==> config.mk <==
export PLATFORM = sky130hd
export DESIGN_NAME = multdiv_ctrl
export DESIGN_NICKNAME = d
export VERILOG_FILES = /design/src/rtl/multdiv_ctrl.sv
export SDC_FILE = /design/constraint.sdc
export NUM_CORES = 1
export LEC_CHECK = 0
export CORE_MARGIN = 3
export CORE_UTILIZATION = 30
export DETAILED_ROUTE_END_ITERATION = 8
export HOLD_SLACK_MARGIN = 0.12
export PLACE_DENSITY = 0.56
export SLEW_MARGIN = 20
export SYNTH_ARGS = -nofsm -noshare
export SYNTH_HDL_FRONTEND = slang
export SYNTH_SLANG_ARGS = --single-unit
==> constraint.sdc <==
create_clock -name clock -period 5.1 [get_ports clock]
set_input_delay 0.51 -clock clock [delete_from_list [all_inputs] [get_ports clock]]
set_output_delay 0.51 -clock clock [all_outputs]
set_load 0.01 [all_outputs]
==> src/rtl/multdiv_ctrl.sv <==
// Iterative signed 32-bit multiply/divide sequencer: shift-add multiply and restoring
// divide over one shared add/subtract/shift datapath, fixed 33-cycle latency for both.
module multdiv_ctrl #(
    parameter int WIDTH = 32
) (
    input  logic             clock,
    input  logic             reset,
    input  logic             ctrl_MULT,
    input  logic             ctrl_DIV,
    input  logic [WIDTH-1:0] data_operandA,
    input  logic [WIDTH-1:0] data_operandB,
    output logic [WIDTH-1:0] data_result,
    output logic             data_exception,
    output logic             data_resultRDY,
    output logic             busy,
    output logic [1:0]       dbg_state_o
);
    localparam int W = WIDTH;
    localparam logic [W-1:0]   ONE     = {{(W-1){1'b0}}, 1'b1};
    localparam logic [W-1:0]   MIN_NEG = {1'b1, {(W-1){1'b0}}};
    localparam logic [2*W-1:0] NEG_LIM = {{W{1'b0}}, 1'b1, {(W-1){1'b0}}};
    localparam logic [5:0]     LAST    = 6'd31;

    typedef enum logic [1:0] {
        S_IDLE = 2'd0,
        S_MULT = 2'd1,
        S_DIV  = 2'd2,
        S_DONE = 2'd3
    } state_t;

    state_t       state_q;
    logic [5:0]   cnt_q;
    logic [W-1:0] hi_q;      // multiply accumulator / divide remainder
    logic [W-1:0] lo_q;      // multiplier / quotient
    logic [W-1:0] op_q;      // multiplicand magnitude / divisor magnitude
    logic         sign_a_q;
    logic         sign_b_q;
    logic         b_zero_q;

    logic         start;
    logic [W-1:0] a_mag, b_mag;
    logic [W:0]   mult_sum;
    logic [W-1:0] mult_hi_d, mult_lo_d;
    logic [W:0]   div_shift, div_trial;
    logic [W-1:0] div_hi_d, div_lo_d;
    logic [2*W-1:0] prod;
    logic         sign_neg, mneg, dneg;
    logic [W-1:0] mult_res_d, div_res_d;
    logic         mult_exc_d, div_exc_d;

    assign dbg_state_o = state_q;

    always_comb begin
        start = ((state_q == S_IDLE) || (state_q == S_DONE)) && (ctrl_MULT || ctrl_DIV);

        a_mag = data_operandA;
        if (data_operandA[W-1]) a_mag = ~data_operandA + ONE;
        b_mag = data_operandB;
        if (data_operandB[W-1]) b_mag = ~data_operandB + ONE;

        mult_sum  = {1'b0, hi_q} + (lo_q[0] ? {1'b0, op_q} : {(W+1){1'b0}});
        mult_hi_d = mult_sum[W:1];
        mult_lo_d = {mult_sum[0], lo_q[W-1:1]};

        // 0x80000000 magnitude is 2^31 unsigned, so the 33-bit trial never wraps
        div_shift = {hi_q, lo_q[W-1]};
        div_trial = div_shift - {1'b0, op_q};
        if (!div_trial[W]) begin
            div_hi_d = div_trial[W-1:0];
            div_lo_d = {lo_q[W-2:0], 1'b1};
        end else begin
            div_hi_d = div_shift[W-1:0];
            div_lo_d = {lo_q[W-2:0], 1'b0};
        end

        sign_neg   = sign_a_q ^ sign_b_q;
        prod       = {mult_hi_d, mult_lo_d};
        mneg       = sign_neg && (prod != '0);
        mult_res_d = mneg ? (~prod[W-1:0] + ONE) : prod[W-1:0];
        mult_exc_d = mneg ? (prod > NEG_LIM) : (prod[2*W-1:W-1] != '0);

        dneg      = sign_neg && (div_lo_d != '0);
        div_res_d = b_zero_q ? '0 : (dneg ? (~div_lo_d + ONE) : div_lo_d);
        div_exc_d = b_zero_q || (!sign_neg && (div_lo_d == MIN_NEG));
    end

    always_ff @(posedge clock) begin
        if (reset) begin
            state_q        <= S_IDLE;
            cnt_q          <= '0;
            hi_q           <= '0;
            lo_q           <= '0;
            op_q           <= '0;
            sign_a_q       <= 1'b0;
            sign_b_q       <= 1'b0;
            b_zero_q       <= 1'b0;
            data_result    <= '0;
            data_exception <= 1'b0;
            data_resultRDY <= 1'b0;
            busy           <= 1'b0;
        end else begin
            data_resultRDY <= 1'b0;
            case (state_q)
                S_IDLE, S_DONE: begin
                    if (start) begin
                        sign_a_q <= data_operandA[W-1];
                        sign_b_q <= data_operandB[W-1];
                        b_zero_q <= (data_operandB == '0);
                        hi_q     <= '0;
                        cnt_q    <= '0;
                        busy     <= 1'b1;
                        if (ctrl_MULT) begin
                            state_q <= S_MULT;
                            op_q    <= a_mag;
                            lo_q    <= b_mag;
                        end else begin
                            state_q <= S_DIV;
                            op_q    <= b_mag;
                            lo_q    <= a_mag;
                        end
                    end else begin
                        state_q <= S_IDLE;
                        busy    <= 1'b0;
                    end
                end
                S_MULT: begin
                    hi_q  <= mult_hi_d;
                    lo_q  <= mult_lo_d;
                    cnt_q <= cnt_q + 6'd1;
                    if (cnt_q == LAST) begin
                        state_q        <= S_DONE;
                        data_result    <= mult_res_d;
                        data_exception <= mult_exc_d;
                        data_resultRDY <= 1'b1;
                    end
                end
                S_DIV: begin
                    hi_q  <= div_hi_d;
                    lo_q  <= div_lo_d;
                    cnt_q <= cnt_q + 6'd1;
                    if (cnt_q == LAST) begin
                        state_q        <= S_DONE;
                        data_result    <= div_res_d;
                        data_exception <= div_exc_d;
                        data_resultRDY <= 1'b1;
                    end
                end
                default: state_q <= S_IDLE;
            endcase
        end
    end
endmodule

==> results.sh <==
export IMPL_htree_levels=4
export IMPL_yosys_warnings=0
export IMPL_drt_wirelength_per_cell_um=20.62
export IMPL_fp_dieW_um=218.7
export IMPL_place_ws_ns=0.4359
export IMPL_setup_viol=0
export IMPL_ir_worst_vdd_mv=0.2585
export IMPL_netlist_area_um2=13570
export IMPL_synth_seq_cells=142
export IMPL_pin_count=105
export IMPL_p_leak_uw=0.005695
export IMPL_total_power_uw=4168
export IMPL_die_y_um=218.7
export IMPL_drc=0
export IMPL_synth_top_area_cell="dfxtp_1"
export IMPL_crit_required_ns=5.39
export IMPL_critPathLaunch="lo_q[0]$_SDFFE_PP0P_"
export IMPL_cp_data_arrival_time_ns=4.91
export IMPL_die_area_um2=47830
export IMPL_skew_ns=0.01159
export IMPL_status="complete, no violations"
export IMPL_first_pass_iters=6
export IMPL_grt_max_degree=51
export IMPL_drv_cap=0
export IMPL_drive_above_1_share_pct=6.287
export IMPL_crit_fanout=33
export IMPL_fin_nets=2005
export IMPL_whs_ns=0.4540
export IMPL_place_gp_congestion=0.9167
export IMPL_cts_resized=0
export IMPL_area_growth_syn_to_layout_pct=14.95
export IMPL_postSynthCellCount=1865
export IMPL_async_reset_ff_share_pct=0
export IMPL_dp_final_hpwl_um=38540
export IMPL_routed_wl_um=50910
export IMPL_synth_area_leaders="dfxtp_1 21%, ha_1 6.5%, nor2_1 5.4%"
export IMPL_tritoncts_num_buffers=17
export IMPL_antenna_found_initial=0
export IMPL_cts_tree="built"
export IMPL_hp_class="in2reg"
export IMPL_avgSynthCellArea_um2=7.277
export IMPL_ys_flop_type="dfxtp_1"
export IMPL_rsz0062_at_grt="no"
export IMPL_cts_max_path_buffers=2
export IMPL_hold_viol=0
export IMPL_setup_slack_ns=0.4886
export IMPL_p_per_area_nw_per_um2=267.2
export IMPL_yosysTopAreaCellShare_pct=20.95
export IMPL_slew_headroom_pct=31.05
export IMPL_grt_pass1_vias=13720
export IMPL_fill_cells=4631
export IMPL_synthesis_nets=2006
export IMPL_drt_iter0_drc=1425
export IMPL_clkTransAtPathRegs_ns=0.06
export IMPL_cts_hold_buf=0
export IMPL_rows=77
export IMPL_max_freq_mhz=216.9
export IMPL_cts_setup_buffers=0
export IMPL_period_needed_ns=4.611
export IMPL_cts_root_buf="clkbuf_16"
export IMPL_ant_nets=0
export IMPL_synth_edff_count=0
export IMPL_ys_seq_area_share_pct=20.95
export IMPL_crit_path_end_kind="flip-flop"
export IMPL_worstSkewPairLatency_ns=0.44
export IMPL_fin_crit_sh_pct=90.42
export IMPL_buffer_ports_inserted=104
export IMPL_grt_overflow=0
export IMPL_vias=14540
export IMPL_maxSlewViolCount=0
export IMPL_cts_sinks=142
export IMPL_ys_types=94
export IMPL_worst_pin_slew_ns=1.029
export IMPL_via_per_inst=5.889
export IMPL_fp_coreArea_um2=44410
export IMPL_start_util_pct=30.56
export IMPL_grt_use_total_pct=20.80
export IMPL_diodes=0
export IMPL_hp_start="reset"
export IMPL_grt_pass1_wl_um=79180
export IMPL_start_kind="flip-flop"
export IMPL_worstSetupPathType="reg2reg"
export IMPL_fin_setup_tns_ns=0
export IMPL_rr_startpoint="lo_q[0]$_SDFFE_PP0P_"
-- placed cells by master (no fill, tap or decap), types with 17 or more instances in the layout --
| master | count |
|---|---|
| o221ai_1 | 18 |
| a31oi_1 | 30 |
| nand4_1 | 34 |
| o21ai_0 | 110 |
| nor4_1 | 24 |
| clkbuf_16 | 17 |
| o41ai_1 | 17 |
| a21o_1 | 23 |
| o21bai_1 | 19 |
| clkdlybuf4s50_1 | 102 |
| a21oi_1 | 143 |
| a22oi_1 | 20 |
| a221oi_1 | 58 |
| xor2_1 | 77 |
| a211oi_1 | 29 |
| nand3_1 | 30 |
| ha_1 | 69 |
| nor2_1 | 193 |
| o31ai_1 | 21 |
| buf_4 | 33 |
| or4_1 | 25 |
| inv_1 | 61 |
| nand2_1 | 176 |
| nor3_1 | 40 |
| xnor2_1 | 67 |
| a311oi_1 | 18 |
| dfxtp_1 | 142 |
-- Yosys cell counts, drive strengths merged (4+ instances only) --
master   count
nand2b      15
a22oi       20
nand2      177
and2        14
o22ai       14
nor4        26
nor2       195
a222oi       5
clkbuf     126
or3         18
o21ai      121
and3        10
a2bb2oi      4
or2          6
xor2        78
a211oi      30
dfxtp      142
o21bai      19
nor3        48
a311oi      18
a21oi      145
o21a        14
or4         25
a22o        13
nand3       30
a21o        23
nor4b        7
o31a         7
nor3b       16
o31ai       23
o41ai       18
a21boi       9
nor2b       13
buf         31
ha          71
mux2i        8
o21ba        4
a221oi      60
nand4       34
a31oi       30
a2111oi      9
o211ai       5
xnor2       68
inv         62
o221ai      18
-- registers in the layout, summed over array words and instances (netlist names), 2 cells and up --
register and flops:
op_q 32, hi_q 32, dbg_state_o 2, lo_q 32, cnt_q 6, data_result 32
-- power breakdown --
| part | switching [uW] | internal (uW) |
|---|---|---|
| clock | 531 | 758 |
| sequential | 175 | 1190 |
| combinational | 954 | 555 |
| total | 1660 | 2510 |
-- final timing paths --
kind | end | slack (ns) | depth (start not counted)
worst min-delay path | op_q[26]$_SDFFE_PP0P_ | 0.45 | 2
worst max register to register | data_result[2]$_SDFFE_PP0P_ | 0.49 | 16
worst min register to register | data_exception$_SDFFE_PP0P_ | 0.45 | 2
worst max-delay path | data_result[2]$_SDFFE_PP0P_ | 0.49 | 16
-- metal layers --
metal	up-vias	track usage, %	share of wire [%]
met5	-	0	0
met4	0	4.061	1.3
met3	47	3.782	7.7
met2	588	32.46	44
met1	6968	29.99	47
li1	6936	-	-
-- through the flow --
| stage | util [%] | cells | cell area, um^2 |
|---|---|---|---|
| floorplan | - | 1865 | 13570 |
| global placement | 33.79 | 2437 | 15010 |
| detailed placement | 33.79 | 2437 | 15010 |
| CTS | 35.12 | 2469 | 15600 |
| global route | 35.13 | 2469 | 15600 |
| finish | 35.13 | 2469 | 15600 |
-- cell type report --
type | instances | area [um^2] | area share [%]
Inverter | 63 | 236.5 | 1.516
Tap cell | 592 | 740.7 | 4.748
Multi-Input combinational cell | 1503 | 9901 | 63.46
Sequential cell | 142 | 2843 | 18.22
Clock inverter | 10 | 112.6 | 0.7218
Clock buffer | 22 | 474.2 | 3.040
Timing Repair Buffer | 137 | 1294 | 8.293
-- worst max-delay path, cell delays in order (launching register included) --
cell and delay, ns:
dfxtp_1 0.55, inv_1 0.13, buf_12 0.19, nor2_1 0.20, ha_1 0.27, a21o_1 0.25
a221oi_4 0.42, o21ba_2 0.26, xor2_1 0.22, nand4b_1 0.15, nor3_2 0.28, nand4_1 0.18
nor4_4 0.54, a211oi_1 0.21, xor2_1 0.22, a221oi_1 0.28, nor3_1 0.08
-- cell families (layout without fill, tap and decap cells) --
| kind of cell | count (synthesis) | count (layout) | share of synthesized area [%] |
|---|---|---|---|
| AND/OR/NAND/NOR | 644 | 644 | 23.59 |
| AO/OA/AOI/OAI | 631 | 631 | 32.03 |
| buffers and inverters | 220 | 232 | 6.416 |
| XOR/XNOR | 146 | 146 | 9.477 |
| flip-flops | 142 | 142 | 20.95 |
| adder cells (fa/ha/maj) | 73 | 73 | 6.841 |
| multiplexers | 9 | 9 | 0.7006 |
No activity file was read; power rests on OpenSTA's default activity.
